===== src/rtl/core_run_controller.sv =====
// Run controller for one or more cores: holds core reset after start, runs the
// cores for a bounded cycle budget, and reports done/timeout with cycle and retire counts.
//
// state     | meaning
// ----------+------------------------------------------------------------
// S_IDLE    | waiting for start, cores held in reset
// S_HOLD    | start accepted, core reset held for HOLD_CYCLES cycles
// S_RUN     | cores released, counting cycles/retires, collecting halts
// S_DONE    | every core halted, cores frozen, results held
// S_TIMEOUT | cycle budget exhausted before all halted, results held
module core_run_controller #(
    parameter int NUM_CORES   = 1,
    parameter int HOLD_CYCLES = 2,
    parameter int MAX_CYCLES  = 1024,
    parameter int CNT_W       = 32
) (
    input  logic                 clk,
    input  logic                 rst,
    input  logic                 start,
    input  logic [NUM_CORES-1:0] halt_i,
    input  logic [NUM_CORES-1:0] retire_i,
    output logic [NUM_CORES-1:0] core_rst_o,
    output logic                 busy_o,
    output logic                 done_o,
    output logic                 timeout_o,
    output logic [NUM_CORES-1:0] halted_mask_o,
    output logic [CNT_W-1:0]     cycle_cnt_o,
    output logic [CNT_W-1:0]     retire_cnt_o
);

    localparam int                HOLD_W     = (HOLD_CYCLES > 1) ? $clog2(HOLD_CYCLES) : 1;
    localparam logic [HOLD_W-1:0] HOLD_LOAD  = HOLD_W'(HOLD_CYCLES - 1);
    localparam logic [CNT_W-1:0]  LAST_CYCLE = CNT_W'(MAX_CYCLES - 1);

    typedef enum logic [2:0] {
        S_IDLE,
        S_HOLD,
        S_RUN,
        S_DONE,
        S_TIMEOUT
    } state_t;

    state_t               state;
    state_t               state_nxt;
    logic [HOLD_W-1:0]    hold_cnt;
    logic [NUM_CORES-1:0] halted_mask;
    logic [CNT_W-1:0]     cycle_cnt;
    logic [CNT_W-1:0]     retire_cnt;
    logic [CNT_W-1:0]     retire_inc;
    logic                 launch;
    logic                 all_halted;
    logic                 budget_hit;

    logic [NUM_CORES-1:0] core_rst_nxt;
    logic                 busy_nxt;
    logic                 done_nxt;
    logic                 timeout_nxt;
    logic [NUM_CORES-1:0] core_rst_q;
    logic                 busy_q;
    logic                 done_q;
    logic                 timeout_q;

    assign launch     = start && (state == S_IDLE || state == S_DONE || state == S_TIMEOUT);
    assign all_halted = &(halted_mask | halt_i);
    assign budget_hit = (cycle_cnt == LAST_CYCLE);

    // Retires from cores already marked halted are not counted.
    always_comb begin
        retire_inc = '0;
        for (int i = 0; i < NUM_CORES; i++) begin
            retire_inc = retire_inc + CNT_W'(retire_i[i] & ~halted_mask[i]);
        end
    end

    always_ff @(posedge clk) begin
        if (rst) begin
            state <= S_IDLE;
        end else begin
            state <= state_nxt;
        end
    end

    always_comb begin
        state_nxt = state;
        case (state)
            S_IDLE, S_DONE, S_TIMEOUT: begin
                if (start) state_nxt = S_HOLD;
            end
            S_HOLD: begin
                if (hold_cnt == '0) state_nxt = S_RUN;
            end
            S_RUN: begin
                if (all_halted)      state_nxt = S_DONE;
                else if (budget_hit) state_nxt = S_TIMEOUT;
            end
            default: state_nxt = S_IDLE;
        endcase
    end

    always_comb begin
        core_rst_nxt = '1;
        busy_nxt     = 1'b0;
        done_nxt     = 1'b0;
        timeout_nxt  = 1'b0;
        case (state)
            S_HOLD:    busy_nxt = 1'b1;
            S_RUN: begin
                core_rst_nxt = '0;
                busy_nxt     = 1'b1;
            end
            S_DONE:    done_nxt    = 1'b1;
            S_TIMEOUT: timeout_nxt = 1'b1;
            default: ;
        endcase
    end

    always_ff @(posedge clk) begin
        if (rst) begin
            core_rst_q <= '1;
            busy_q     <= 1'b0;
            done_q     <= 1'b0;
            timeout_q  <= 1'b0;
        end else begin
            core_rst_q <= core_rst_nxt;
            busy_q     <= busy_nxt;
            done_q     <= done_nxt;
            timeout_q  <= timeout_nxt;
        end
    end

    // Hold timer is a down-counter; HOLD ends on terminal count zero.
    always_ff @(posedge clk) begin
        if (rst) begin
            hold_cnt    <= '0;
            halted_mask <= '0;
            cycle_cnt   <= '0;
            retire_cnt  <= '0;
        end else if (launch) begin
            hold_cnt    <= HOLD_LOAD;
            halted_mask <= '0;
            cycle_cnt   <= '0;
            retire_cnt  <= '0;
        end else if (state == S_HOLD) begin
            if (hold_cnt != '0) hold_cnt <= hold_cnt - 1'b1;
        end else if (state == S_RUN) begin
            cycle_cnt   <= cycle_cnt + 1'b1;
            halted_mask <= halted_mask | halt_i;
            retire_cnt  <= retire_cnt + retire_inc;
        end
    end

    assign core_rst_o    = core_rst_q;
    assign busy_o        = busy_q;
    assign done_o        = done_q;
    assign timeout_o     = timeout_q;
    assign halted_mask_o = halted_mask;
    assign cycle_cnt_o   = cycle_cnt;
    assign retire_cnt_o  = retire_cnt;

endmodule


===== config.mk =====
export PLATFORM = sky130hd
export DESIGN_NAME = core_run_controller
export DESIGN_NICKNAME = d
export VERILOG_FILES = /design/src/rtl/core_run_controller.sv
export SDC_FILE = /design/constraint.sdc
export NUM_CORES = 1
export LEC_CHECK = 0
export BUFFER_PORTS_ARGS = -buffer_cell sky130_fd_sc_hd__buf_2
export CAP_MARGIN = 10
export CORE_UTILIZATION = 38
export CTS_CLUSTER_DIAMETER = 200
export DETAILED_ROUTE_END_ITERATION = 12
export SLEW_MARGIN = 30
export SYNTH_ARGS = -nofsm -noshare
export SYNTH_HDL_FRONTEND = slang
export SYNTH_SLANG_ARGS = --single-unit

===== constraint.sdc =====
create_clock -name clk -period 2.5 [get_ports clk]
set_clock_uncertainty 0.15 [all_clocks]
set_input_delay 0 -clock clk [delete_from_list [all_inputs] [get_ports clk]]
set_output_delay 0 -clock clk [all_outputs]
set_load 0.05 [all_outputs]

==> metrics.md <==
| Metric | Value |
|---|---|
| Share of cells above drive strength 1 | 24.2% |
| Clock Latency Late Sink | 350 ps |
| Final hold viol count | 0 |
| Total congestion overflow | 0 |
| Initial antenna violation count | 0 |
| # rows | 35 |
| Ys async rst share | 0% |
| Num CTS Buffers | 9 |
| P&R area growth vs syn | 21.5% |
| EDFF count, synth | 0 |
| Critical Path RT | 2620 ps |
| DRT Pass-1 Iters | 4 |
| Sequential element share of the synthesized area | 40.9% |
| Post-synth cell types | 38 |
| Crit path time final | 2320 ps |
| Max Slew Vio Count | 0 |
| Post-DRT Antenna Nets | 0 |
| WS Path Type | reg2reg |
| Die Y | 99.0 um |
| Power per cell area | 523 nW/um2 |
| Crit. End Element | register |
| Largest net degree at the start of global routing | 66 |
| Vias post-DR | 3,498 |
| Nets | 508 |
| R2R cell count | 7 |
| H-tree levels | 3 |
| Post-DP HPWL | 6120 um |
| GPL Wtd Cong | 0.791 |
| Pleak | 1.57 nW |
| RSZ-0062 raised after global routing | no |
| Final-report setup violation count | 0 |
| Post-CTS Setup Inserts | 0 |
| Arrival time at the worst endpoint | 2440 ps |
| CTS clk-pin slew, worst paths | 80 ps |
| Vias per Instance | 5.69 |
| DRT Wirelength | 9060 um |
| First-pass GRT wire length | 15,300 um |
| Placed insts | 596 |
| Worst-path maximum fanout | 14 |
| Setup crit start kind | register |
| Final instance count without filler cells | 615 |
| Setup TNS Final | 0 ps |
| Rel. slew slack | 74.0% |
| HP Class | in2reg |
| Filler Cells Inserted | 893 |
| GRT Util Overall | 19.5% |
| Syn_nets | 431 |
| Root buffer cell | clkbuf_8 |
| Die Wd | 99.0 um |
| Max Root-Sink Buffers | 2 |
| Cell Area, Synth | 3570 um2 |
| WHS Path Cells | 5 |
| Worst vdd ir | 0.000301 V |
| Starting DRT DRC Count | 139 |
| Synth warn | 0 |
| # IOs | 74 |
| Synth Area per Inst | 8.44 um2 |
| Slew @ Worst Pin | 390 ps |
| Outcome | complete, no violations |
| CTS tree | built |
| Area of the multi-input gates | 1970 um2 |
| Register area | 1470 um2 |
| Core Area | 9150 um2 |
| Die area | 9790 um2 |
| DRC Markers | 0 |
| Synth Instances | 423 |
| N_diodes | 0 |
| FMAX | 0.432 GHz |
| Yosys reg bits | 73 |
| Max Cap Violations | 0 |
| Final period util | 92.7% |
| Clock sink count | 73 |
| Top_reg_cell synth | dfxtp_1 |
| Vias in the first global route | 3,125 |
| Fin util | 47.4% |
| Starting Density | 39.0% |
| # port buffers | 73 |
| DR WL/cell | 14.7 um |
[final timing paths]
check	start	endpoint	slack (ps)
max	halted_mask_o	retire_cnt_o[22]	180
min	retire_i	retire_cnt_o[0]	60
max reg2reg	halted_mask_o	retire_cnt_o[22]	180
min reg2reg	retire_cnt_o[0]	retire_cnt_o[0]	330
[stage by stage]
step                setup WS, ps  hold slack (ps)  instance area [um2]  power [W]
CTS                         38.5             29.9                 4330    0.00230
global placement             182             48.6                 4090    0.00135
global route                11.4              124                 4340    0.00237
finish                       183             61.7                 4340    0.00227
floorplan                   5.11            -77.2                 3580    0.00131
detailed placement          56.0             49.0                 4090    0.00135
[sequential cells by signal, indices dropped and copies added, names as in the netlist]
register       count
cycle_cnt_o       32
retire_cnt_o      32
state              3
busy_o             1
core_rst_o         1
done_o             1
halted_mask_o      1
hold_cnt           1
timeout_o          1
[cell usage in the layout, fill, tap and decap left out, types with 2 or more instances in the layout]
master / count
clkbuf_8: 10
buf_2: 73
or4_1: 40
and4_1: 9
or3_1: 7
clkinv_2: 2
xnor2_1: 7
dlygate4sd3_1: 4
buf_4: 16
or2_2: 5
and2_1: 2
nand2b_1: 2
nand3_1: 20
nor2_1: 24
o21ai_0: 10
nand2_1: 30
a211oi_1: 2
nor2b_1: 2
nor4_1: 9
dfxtp_1: 70
ha_1: 2
inv_1: 8
or3_4: 2
nor3_1: 5
nand4_1: 21
o31ai_1: 37
dfxtp_2: 3
and3_1: 5
a21oi_1: 50
xor2_1: 10
[worst max-delay path: stages (launching register included)]
cell and delay, ps:
dfxtp_1 320, nor2b_1 130, ha_2 220, ha_1 200
inv_1 80, or3_4 460, or4_1 520, a21oi_1 160
[kinds of logic (layout without fill, tap and decap cells)]
| logic type | after synthesis | count (layout) | share of synthesized area, % |
|---|---|---|---|
| compound gates | 104 | 104 | 17.8 |
| xor+xnor | 17 | 17 | 4.17 |
| fa+ha+maj | 3 | 3 | 1.05 |
| buf+inv | 36 | 117 | 4.45 |
| flops | 73 | 73 | 40.9 |
| mux | 1 | 1 | 0.280 |
| simple gates | 189 | 189 | 31.3 |
[where the power goes]
part | internal [W] | switching, W | leakage [nW]
sequential | 0.00117 | 0.00000649 | 0.590
clock | 0.000481 | 0.000454 | 0.0981
combinational | 0.0000521 | 0.000102 | 0.879
[what timing repair did]
item,CTS,global route
resized for setup,0,3
endpoints found under the hold margin,9,0
endpoints found under the setup margin,0,14
hold buffers,4,0
[synth_stat cells, types with 2 or more instances]
library cell	n	area, um2
dfxtp_1	73	1460
a21oi_1	50	250
or4_1	41	308
o31ai_1	37	278
nand2_1	31	116
nor2_1	24	90.1
clkbuf_1	23	86.3
nand4_1	21	131
nand3_1	20	100
o21ai_0	10	50.1
xor2_1	10	87.6
and4_1	9	78.8
nor4_1	9	56.3
inv_1	8	30.0
or3_1	8	50.1
xnor2_1	7	61.3
and3_1	5	31.3
nor3_1	5	25.0
or2_2	5	31.3
buf_6	3	33.8
ha_1	3	37.5
a211oi_1	2	15.0
and2_1	2	12.5
nand2b_1	2	12.5
nor2b_1	2	12.5
[metal layers]
metal / wire [um] / share of wire (%) / vias to the layer above / track usage (%)
met5: 0 / 0 / - / 0
met4: 88 / 0.97 / 0 / 5.28
met3: 442 / 4.9 / 9 / 5.53
met2: 4250 / 47 / 81 / 31.7
met1: 4280 / 47 / 1636 / 25.1
li1: - / - / 1772 / -
[cell type report]
class / instances / area share, %
inverters: 8 / 0.692
clock inverters: 5 / 1.30
well taps: 111 / 3.20
multi-input cells: 314 / 45.3
repair buffers: 94 / 12.6
flip-flops and latches: 73 / 33.8
clock buffers: 10 / 3.17
No activity file was read; power rests on OpenSTA's default activity.
